[config.mk]
export PLATFORM = sky130hd
export DESIGN_NAME = loop_controller
export DESIGN_NICKNAME = d
export VERILOG_FILES = /design/src/rtl/loop_controller_pkg.sv /design/src/rtl/loop_controller_nest_counter.sv /design/src/rtl/loop_controller.sv
export SDC_FILE = /design/constraint.sdc
export NUM_CORES = 1
export LEC_CHECK = 0
export BUFFER_PORTS_ARGS = -buffer_cell sky130_fd_sc_hd__buf_2
export CORE_ASPECT_RATIO = 2
export CORE_MARGIN = 2
export CORE_UTILIZATION = 35
export CTS_BUF_LIST = sky130_fd_sc_hd__clkbuf_8
export CTS_CLUSTER_DIAMETER = 100
export DETAILED_ROUTE_END_ITERATION = 10
export GPL_ROUTABILITY_DRIVEN = 0
export SYNTH_ARGS = -nofsm -noshare
export SYNTH_HDL_FRONTEND = slang
export SYNTH_HIERARCHICAL = 1
export SYNTH_SLANG_ARGS = --single-unit
[constraint.sdc]
create_clock -name CLK -period 3.7 [get_ports CLK]
set_input_delay 1.11 -clock CLK [delete_from_list [all_inputs] [get_ports CLK]]
set_output_delay 1.11 -clock CLK [all_outputs]
set_load 0.02 [all_outputs]
[src/rtl/loop_controller_pkg.sv]
// Shared definitions for the Brainfuck loop controller: FSM state encoding
// and the stack-full depth constant.
package loop_ctl_pkg;

  typedef enum logic [1:0] {
    ST_IDLE  = 2'd0,
    ST_POP   = 2'd1,
    ST_SKIP  = 2'd2,
    ST_FAULT = 2'd3
  } state_t;

  // The depth value that means "every stack entry is occupied".
  function automatic int unsigned depth_full(input int unsigned depth_pow);
    return 32'd1 << depth_pow;
  endfunction

endpackage

[src/rtl/loop_controller_nest_counter.sv]
// Skip-mode bracket nesting counter. It can be cleared, loaded with 1,
// incremented or decremented, and it flags the all-ones and ==1 values.
module nest_counter #(
  parameter int W = 8
) (
  input  logic         CLK,
  input  logic         RESET,
  input  logic         clr,
  input  logic         load_one,
  input  logic         inc,
  input  logic         dec,
  output logic [W-1:0] count,
  output logic         at_max,
  output logic         at_one
);

  always_ff @(posedge CLK) begin
    if (RESET || clr)  count <= '0;
    else if (load_one) count <= W'(1);
    else if (inc)      count <= count + W'(1);
    else if (dec)      count <= count - W'(1);
  end

  assign at_max = (count == {W{1'b1}});
  assign at_one = (count == W'(1));

endmodule

[src/rtl/loop_controller.sv]
// Loop controller for the Brainfuck core: handles '[' and ']' by pushing and
// popping loop-entry addresses, redirecting the PC and running forward skip.
module loop_controller
  import loop_ctl_pkg::*;
#(
  parameter int WIDTH      = 11,
  parameter int DEPTH_POW  = 7,
  parameter int NEST_WIDTH = 8
) (
  input  logic             CLK,
  input  logic             RESET,
  input  logic             OP_VALID,
  input  logic             OP_OPEN,
  input  logic             OP_CLOSE,
  input  logic             CELL_ZERO,
  input  logic [WIDTH-1:0] PC,
  output logic             OP_ACK,
  output logic             SKIP,
  output logic             PC_LOAD,
  output logic [WIDTH-1:0] PC_TARGET,
  output logic             STK_PUSH,
  output logic             STK_POP,
  output logic [WIDTH-1:0] STK_D,
  input  logic [WIDTH-1:0] STK_Q,
  output logic             FAULT
);

  localparam logic [DEPTH_POW:0] FULL = (DEPTH_POW + 1)'(depth_full(DEPTH_POW));

  // Handshake: an op is held on OP_VALID/PC until the controller raises OP_ACK
  // in a cycle where OP_VALID is high; the op is consumed at that clock edge.
  state_t               state, state_nx;
  logic [DEPTH_POW:0]   depth;
  logic                 cz_latch;
  logic                 bad_op;
  logic                 nest_clr, nest_load, nest_inc, nest_dec;
  logic                 nest_max, nest_one;
  logic [NEST_WIDTH-1:0] nest;

  nest_counter #(.W(NEST_WIDTH)) u_nest (
    .CLK      (CLK),
    .RESET    (RESET),
    .clr      (nest_clr),
    .load_one (nest_load),
    .inc      (nest_inc),
    .dec      (nest_dec),
    .count    (nest),
    .at_max   (nest_max),
    .at_one   (nest_one)
  );

  assign bad_op = OP_VALID && OP_OPEN && OP_CLOSE;

  always_comb begin
    state_nx  = state;
    OP_ACK    = 1'b0;
    SKIP      = 1'b0;
    PC_LOAD   = 1'b0;
    PC_TARGET = '0;
    STK_PUSH  = 1'b0;
    STK_POP   = 1'b0;
    STK_D     = '0;
    FAULT     = 1'b0;
    nest_clr  = 1'b0;
    nest_load = 1'b0;
    nest_inc  = 1'b0;
    nest_dec  = 1'b0;
    case (state)
      ST_IDLE: begin
        if (bad_op) state_nx = ST_FAULT;
        else if (OP_VALID && OP_OPEN) begin
          if (CELL_ZERO) begin
            OP_ACK    = 1'b1;
            nest_load = 1'b1;
            state_nx  = ST_SKIP;
          end else if (depth == FULL) begin
            state_nx = ST_FAULT;
          end else begin
            STK_PUSH = 1'b1;
            STK_D    = PC;
            OP_ACK   = 1'b1;
          end
        end else if (OP_VALID && OP_CLOSE) begin
          if (depth == '0) state_nx = ST_FAULT;
          else begin
            STK_POP  = 1'b1;
            state_nx = ST_POP;
          end
        end else if (OP_VALID) begin
          OP_ACK = 1'b1;
        end
      end
      ST_POP: begin
        // STK_Q now holds the popped entry; only a live loop jumps back.
        if (bad_op) state_nx = ST_FAULT;
        else begin
          OP_ACK    = 1'b1;
          PC_LOAD   = !cz_latch;
          PC_TARGET = cz_latch ? '0 : STK_Q;
          state_nx  = ST_IDLE;
        end
      end
      ST_SKIP: begin
        SKIP = 1'b1;
        if (bad_op) state_nx = ST_FAULT;
        else if (OP_VALID && OP_OPEN) begin
          if (nest_max) state_nx = ST_FAULT;
          else begin
            OP_ACK   = 1'b1;
            nest_inc = 1'b1;
          end
        end else if (OP_VALID && OP_CLOSE) begin
          OP_ACK = 1'b1;
          if (nest_one) begin
            nest_clr = 1'b1;
            state_nx = ST_IDLE;
          end else begin
            nest_dec = 1'b1;
          end
        end else if (OP_VALID) begin
          OP_ACK = 1'b1;
        end
      end
      default: begin
        FAULT = 1'b1;
      end
    endcase
    if (state_nx == ST_FAULT) nest_clr = 1'b1;
  end

  always_ff @(posedge CLK) begin
    if (RESET) begin
      state    <= ST_IDLE;
      depth    <= '0;
      cz_latch <= 1'b0;
    end else begin
      state <= state_nx;
      if (STK_PUSH) depth <= depth + 1'b1;
      else if (STK_POP) begin
        depth    <= depth - 1'b1;
        cz_latch <= CELL_ZERO;
      end
    end
  end

endmodule

-- Word level (Yosys, flattened, before mapping)
Cells that the tools add are included.
- register bits after elaboration: 19
- bits in latches: 0
- memory bits (writable): 0
- ROM bits: 0
- bits of input ports: 28
- output and inout bits: 28
- word-level logic and storage cells: 98
- memories: 0
- add/subtract/negate cells: 4
- multiply operators: 0
- div/mod/pow operators: 0
- $lt $le $gt $ge: 0
- equal/unequal tests: 6
- shift operators: 0
- muxes and demuxes: 69
- bitwise gates (word level): 1
- reductions and logical operators: 13
- operators by type and width (kind ; count):
    two-way mux 11 bit ; 8
    two-way mux 1 bit ; 43
    two-way mux 8 bit ; 4
    two-way mux 2 bit ; 12
    adder 8 x 1 -> 8 bit, second input constant ; 2
    equality test 8 bit, second input constant ; 2
    subtractor 8 x 1 -> 8 bit, second input constant ; 2
    equality test 8 x 1 -> 1 bit, second input constant ; 1
    logical NOT 8 bit ; 1
    case mux 2 bit (3 select lines) ; 1
    equality test 2 bit, second input constant ; 2
    nonzero test 2 bit ; 2
    logical AND 1 bit ; 3
    case mux 1 bit (3 select lines) ; 1
    nonzero test 3 bit ; 1
    OR reduction 3 bit ; 1
    equality test 2 x 1 -> 1 bit, second input constant ; 1
    logical NOT 2 bit ; 1
    AND reduction 2 bit ; 1
    OR reduction 2 bit ; 1
    logical NOT 1 bit ; 1
    logical OR 1 bit ; 1
    inverter 1 bit ; 1

-- Depth between registers and ports, before layout
- depth in word-level cells: 10
- depth in mapped cells: 13
- depth with buffers taken out: 10

-- Cells and area by module
Netlist, hierarchy kept.
- by module, submodules not included (module ; times used ; cells each ; area each (µm²) ; sequential area each (µm²)):
    loop_controller ; 1 ; 145 ; 1131.1 ; 220.2
    nest_counter ; 1 ; 60 ; 490.5 ; 160.2

-- Worst setup path after synthesis
No wires, ideal clock.
- path type: input port to flip-flop
- from: input OP_VALID
- to: register depth[6]
- library setup time: 0.118 ns
- arrival: 3.795 ns
- data required time: 3.582 ns
- path slack: -0.214 ns
- cell stages on the path: 13
- path buffers: 3
- cells stage by stage: buf_4 -> nand2_1 -> or4b_1 -> buf_2 -> a21oi_1 -> buf_2 -> inv_1 -> fa_1 -> a211oi_1 -> o21bai_1 -> a21oi_1 -> xor2_1 -> o21ai_1
- elaborated cells between the ends (all ways): 12
- those cells by class: mux (8); reduce/logical (4)
- RTL lines (element ; RTL line ; RTL):
    start, declared ; loop_controller.sv:12 ; input logic OP_VALID,
    logical AND 1 bit (*) ; loop_controller.sv:52, loop_controller.sv:71 ;
    two-way mux 1 bit / logical AND 1 bit (equally long branches) ; loop_controller.sv:71, loop_controller.sv:52 ;
    two-way mux 1 bit (*) ; loop_controller.sv:70 ; if (bad_op) state_nx = ST_FAULT;
    two-way mux 1 bit (*) ; loop_controller.sv:68 ; case (state)
    named net STK_PUSH ; loop_controller.sv:21 ; output logic STK_PUSH,
    two-way mux 8 bit / nonzero test 2 bit (equally long branches) ; n/a ;
    end signal, assigned ; loop_controller.sv:138 ; if (STK_PUSH) depth <= depth + 1'b1;
    end signal, assigned ; loop_controller.sv:140 ; depth <= depth - 1'b1;
    end, declared ; loop_controller.sv:33 ; logic [DEPTH_POW:0] depth;
The timed path passes the listed nets; every way through them passes the cells marked *.
A chain may end at the register's enable or synchronous reset.

-- Worst setup path in the final report
- from: input OP_OPEN
- to: output STK_D[6]
- cells in the longest elaborated chain, start to end: 4
- elaborated cells between the ends (all ways): 5
- those cells by class: mux (3); reduce/logical (2)
- RTL lines (element ; RTL line ; RTL):
    start, declared ; loop_controller.sv:13 ; input logic OP_OPEN,
    logical AND 1 bit (*) ; loop_controller.sv:52, loop_controller.sv:71 ;
    two-way mux 11 bit / logical AND 1 bit (equally long branches) ; loop_controller.sv:71, loop_controller.sv:52 ;
    two-way mux 11 bit (*) ; loop_controller.sv:70 ;
    two-way mux 11 bit (*) ; loop_controller.sv:68 ;
    end, declared ; loop_controller.sv:23 ; output logic [WIDTH-1:0] STK_D,
Every way passes the cells marked *; elsewhere a longest branch is shown, timed or not.

==> impl_metrics.json <==
{
  "arrival_ns": 2.42,
  "syn_nets": 243,
  "start_util_pct": 36.0,
  "cts_resized": 0,
  "grt_pass1_vias": 1543,
  "layout_worst_path_cycle_share_pct": 95.4,
  "ys_seq_area_share_pct": 23.5,
  "nNetsFinal": 298,
  "num_vias": 1645,
  "cts_setup_buffers": 0,
  "drive_above_1_share_pct": 28.6,
  "cts.path.max_buffers": 2,
  "dp_hpwl_um": 3040,
  "min_period_ns": 3.53,
  "multi_input_area_um2": 1140,
  "slew_violations": 0,
  "antenna_found_initial": 0,
  "hold_ws_ns": 0.499,
  "setup_viol": 0,
  "worstPathRequired_ns": 2.59,
  "core_um2": 4510,
  "num_antenna_cells": 0,
  "cap_violations": 0,
  "regArea_um2": 380,
  "crit_path_start_kind": "input port",
  "fin_skew_ns": 0.00165,
  "postSynthAreaPerCell_um2": 7.91,
  "ios": 56,
  "cts_htree_levels": 1,
  "path_cells": "buf_2 -> nand2_1 -> or4b_1 -> a21oi_2 -> buf_4 -> and2_1 -> buf_2",
  "grt-ovfl-total": 0,
  "root_buffer": "clkbuf_8",
  "cp_common_cell": "buf_2",
  "tritoncts": "done",
  "ys_ff_latch": 19,
  "die_y_um": 100,
  "power.density_nw_per_um2": 321,
  "grt_pass1_wl_um": 6580,
  "area_growth_pct": 23.3,
  "fmax_mhz": 283,
  "drc": 0,
  "crit_slowest_cell": "or4b_1",
  "fin_setup_tns_ns": 0,
  "firstDrtPassIters": 4,
  "gr-usage-all-layers_pct": 15.6,
  "status": "finished, final reports clean",
  "cts_buffers": 3,
  "clk_pin_slew_ns": 0.07,
  "rows": 35,
  "rsz0062_at_grt": "no",
  "irDropWorstVdd_v": 0.000205,
  "fill_cells": 469,
  "viasPerCell": 5.24,
  "critPathCaptureType": "primary output",
  "power_uw": 642,
  "routed_wl_um": 3860,
  "cpPeakStageDelay_ns": 0.50,
  "synth-edff-count": 0,
  "yosys_most_used_dff": "dfxtp_1",
  "syn_area_um2": 1620,
  "place.port_buffers": 55,
  "tightest_slew_ns": 0.766,
  "die-area_um2": 5230,
  "yosys_warnings": 6,
  "worst_slack_ns": 0.169,
  "cts.sinks": 19,
  "p_leak_uw": 0.000954,
  "wl_per_cell_um": 12.3,
  "ys_types": 50,
  "clk-insertion-delay-late_ns": 0.25,
  "critPathMaxFanout": 13,
  "die_w_um": 52.1,
  "final_antenna_net_count": 0,
  "drt-initial-drc-count": 32,
  "place_ws_ns": 0.160,
  "path_class": "in2out",
  "finalHoldViolCount": 0,
  "syn-instance-count": 205,
  "cts_hold_buf": 0,
  "ys_async_sr_fraction_pct": 0,
  "hold_class": "reg2reg",
  "slew_headroom_pct": 48.2,
  "grt_max_degree": 17
}
placed cells by master (no fill, tap or decap), drive strengths merged, types with 2 or more instances in the layout:
master	n
o211ai	6
or4	5
dfxtp	19
nand2	11
clkbuf	3
a211oi	3
xor2	5
nand2b	2
o41ai	2
inv	10
xnor2	5
o21ai	9
and3	2
nand4	4
mux2i	5
nand3	6
nor2	23
nor4b	2
a31oi	2
ha	9
and2	22
buf	62
a21oi	11
or3	4
nor3	6
o21a	2
nand3b	2
stage by stage:
step / cells / utilization [%] / area (um^2)
after floorplan: 205 / - / 1640
after global placement: 310 / 43.3 / 1950
after detailed placement: 310 / 43.3 / 1950
after CTS: 314 / 44.3 / 2000
after global routing: 314 / 44.3 / 2000
final: 314 / 44.3 / 2000
cell usage after synthesis, types with 2 or more instances:
cell	number	area, um^2
and2_1	22	138
nor2_1	22	82.6
dfxtp_1	19	380
a21oi_1	11	55.1
nand2_1	11	41.3
ha_1	9	113
inv_1	9	33.8
o21ai_0	8	40.0
nand3_1	6	30.0
nor3_1	6	30.0
o211ai_1	6	45.0
clkbuf_1	5	18.8
mux2i_1	5	50.1
xnor2_1	5	43.8
xor2_1	5	43.8
nand4_1	4	25.0
or3_1	4	25.0
or4_1	4	30.0
a211oi_1	3	22.5
buf_2	3	15.0
buf_6	3	33.8
a31oi_1	2	12.5
and3_1	2	12.5
nand2b_1	2	12.5
nand3b_1	2	15.0
nor4b_1	2	17.5
o21a_1	2	15.0
registers in the layout, indices dropped and copies added (netlist names):
signal and flops:
depth 8, state 2, u_nest/count 8, cz_latch 1
where the power goes:
part | switching (uW) | internal [uW] | total, uW | leakage [uW]
Sequential | 25.5 | 219 | 245 | 0.000154
Combinational | 140 | 115 | 256 | 0.000773
Clock | 68.0 | 73.7 | 142 | 0.0000269
Total | 234 | 408 | 642 | 0.000954
logic make-up after synthesis:
| group | synth area share [%] |
|---|---|
| AND/OR/NAND/NOR | 33.6 |
| adder cells (fa/ha/maj) | 8.18 |
| XOR/XNOR | 5.40 |
| buffers and inverters | 6.71 |
| AO/OA/AOI/OAI | 19.5 |
| multiplexers | 3.09 |
| flip-flops | 23.5 |
final timing paths:
check,slack (ns),end,from,cells after the start
worst min register to register,0.50,depth[6],depth[6],2
worst min-delay path,0.50,depth[6],depth[6],2
worst max register to register,0.55,u_nest/count[7],u_nest/count[3],9
worst max-delay path,0.17,STK_D[6],OP_OPEN,7
routing by layer:
layer	wire, um	track usage [%]
met1	1720	20.4
met2	1760	25.6
met3	326	2.68
met4	48	4.93
met5	0	0
layout make-up:
cell class,instances,area share (%)
inverter,9,1.69
clock buffer,3,2.07
sequential,19,19.0
timing repair buffer,62,16.4
clock inverter,1,0.188
multi-input combinational,165,57.2
tap,55,3.44
worst max-delay path, delay by kind of cell:
| family | cells | cell delay [ns] |
|---|---|---|
| compound gates | 1 | 0.15 |
| buf+inv | 3 | 0.45 |
| simple gates | 3 | 0.70 |
Note: power is estimated with default switching activity, not from simulation.
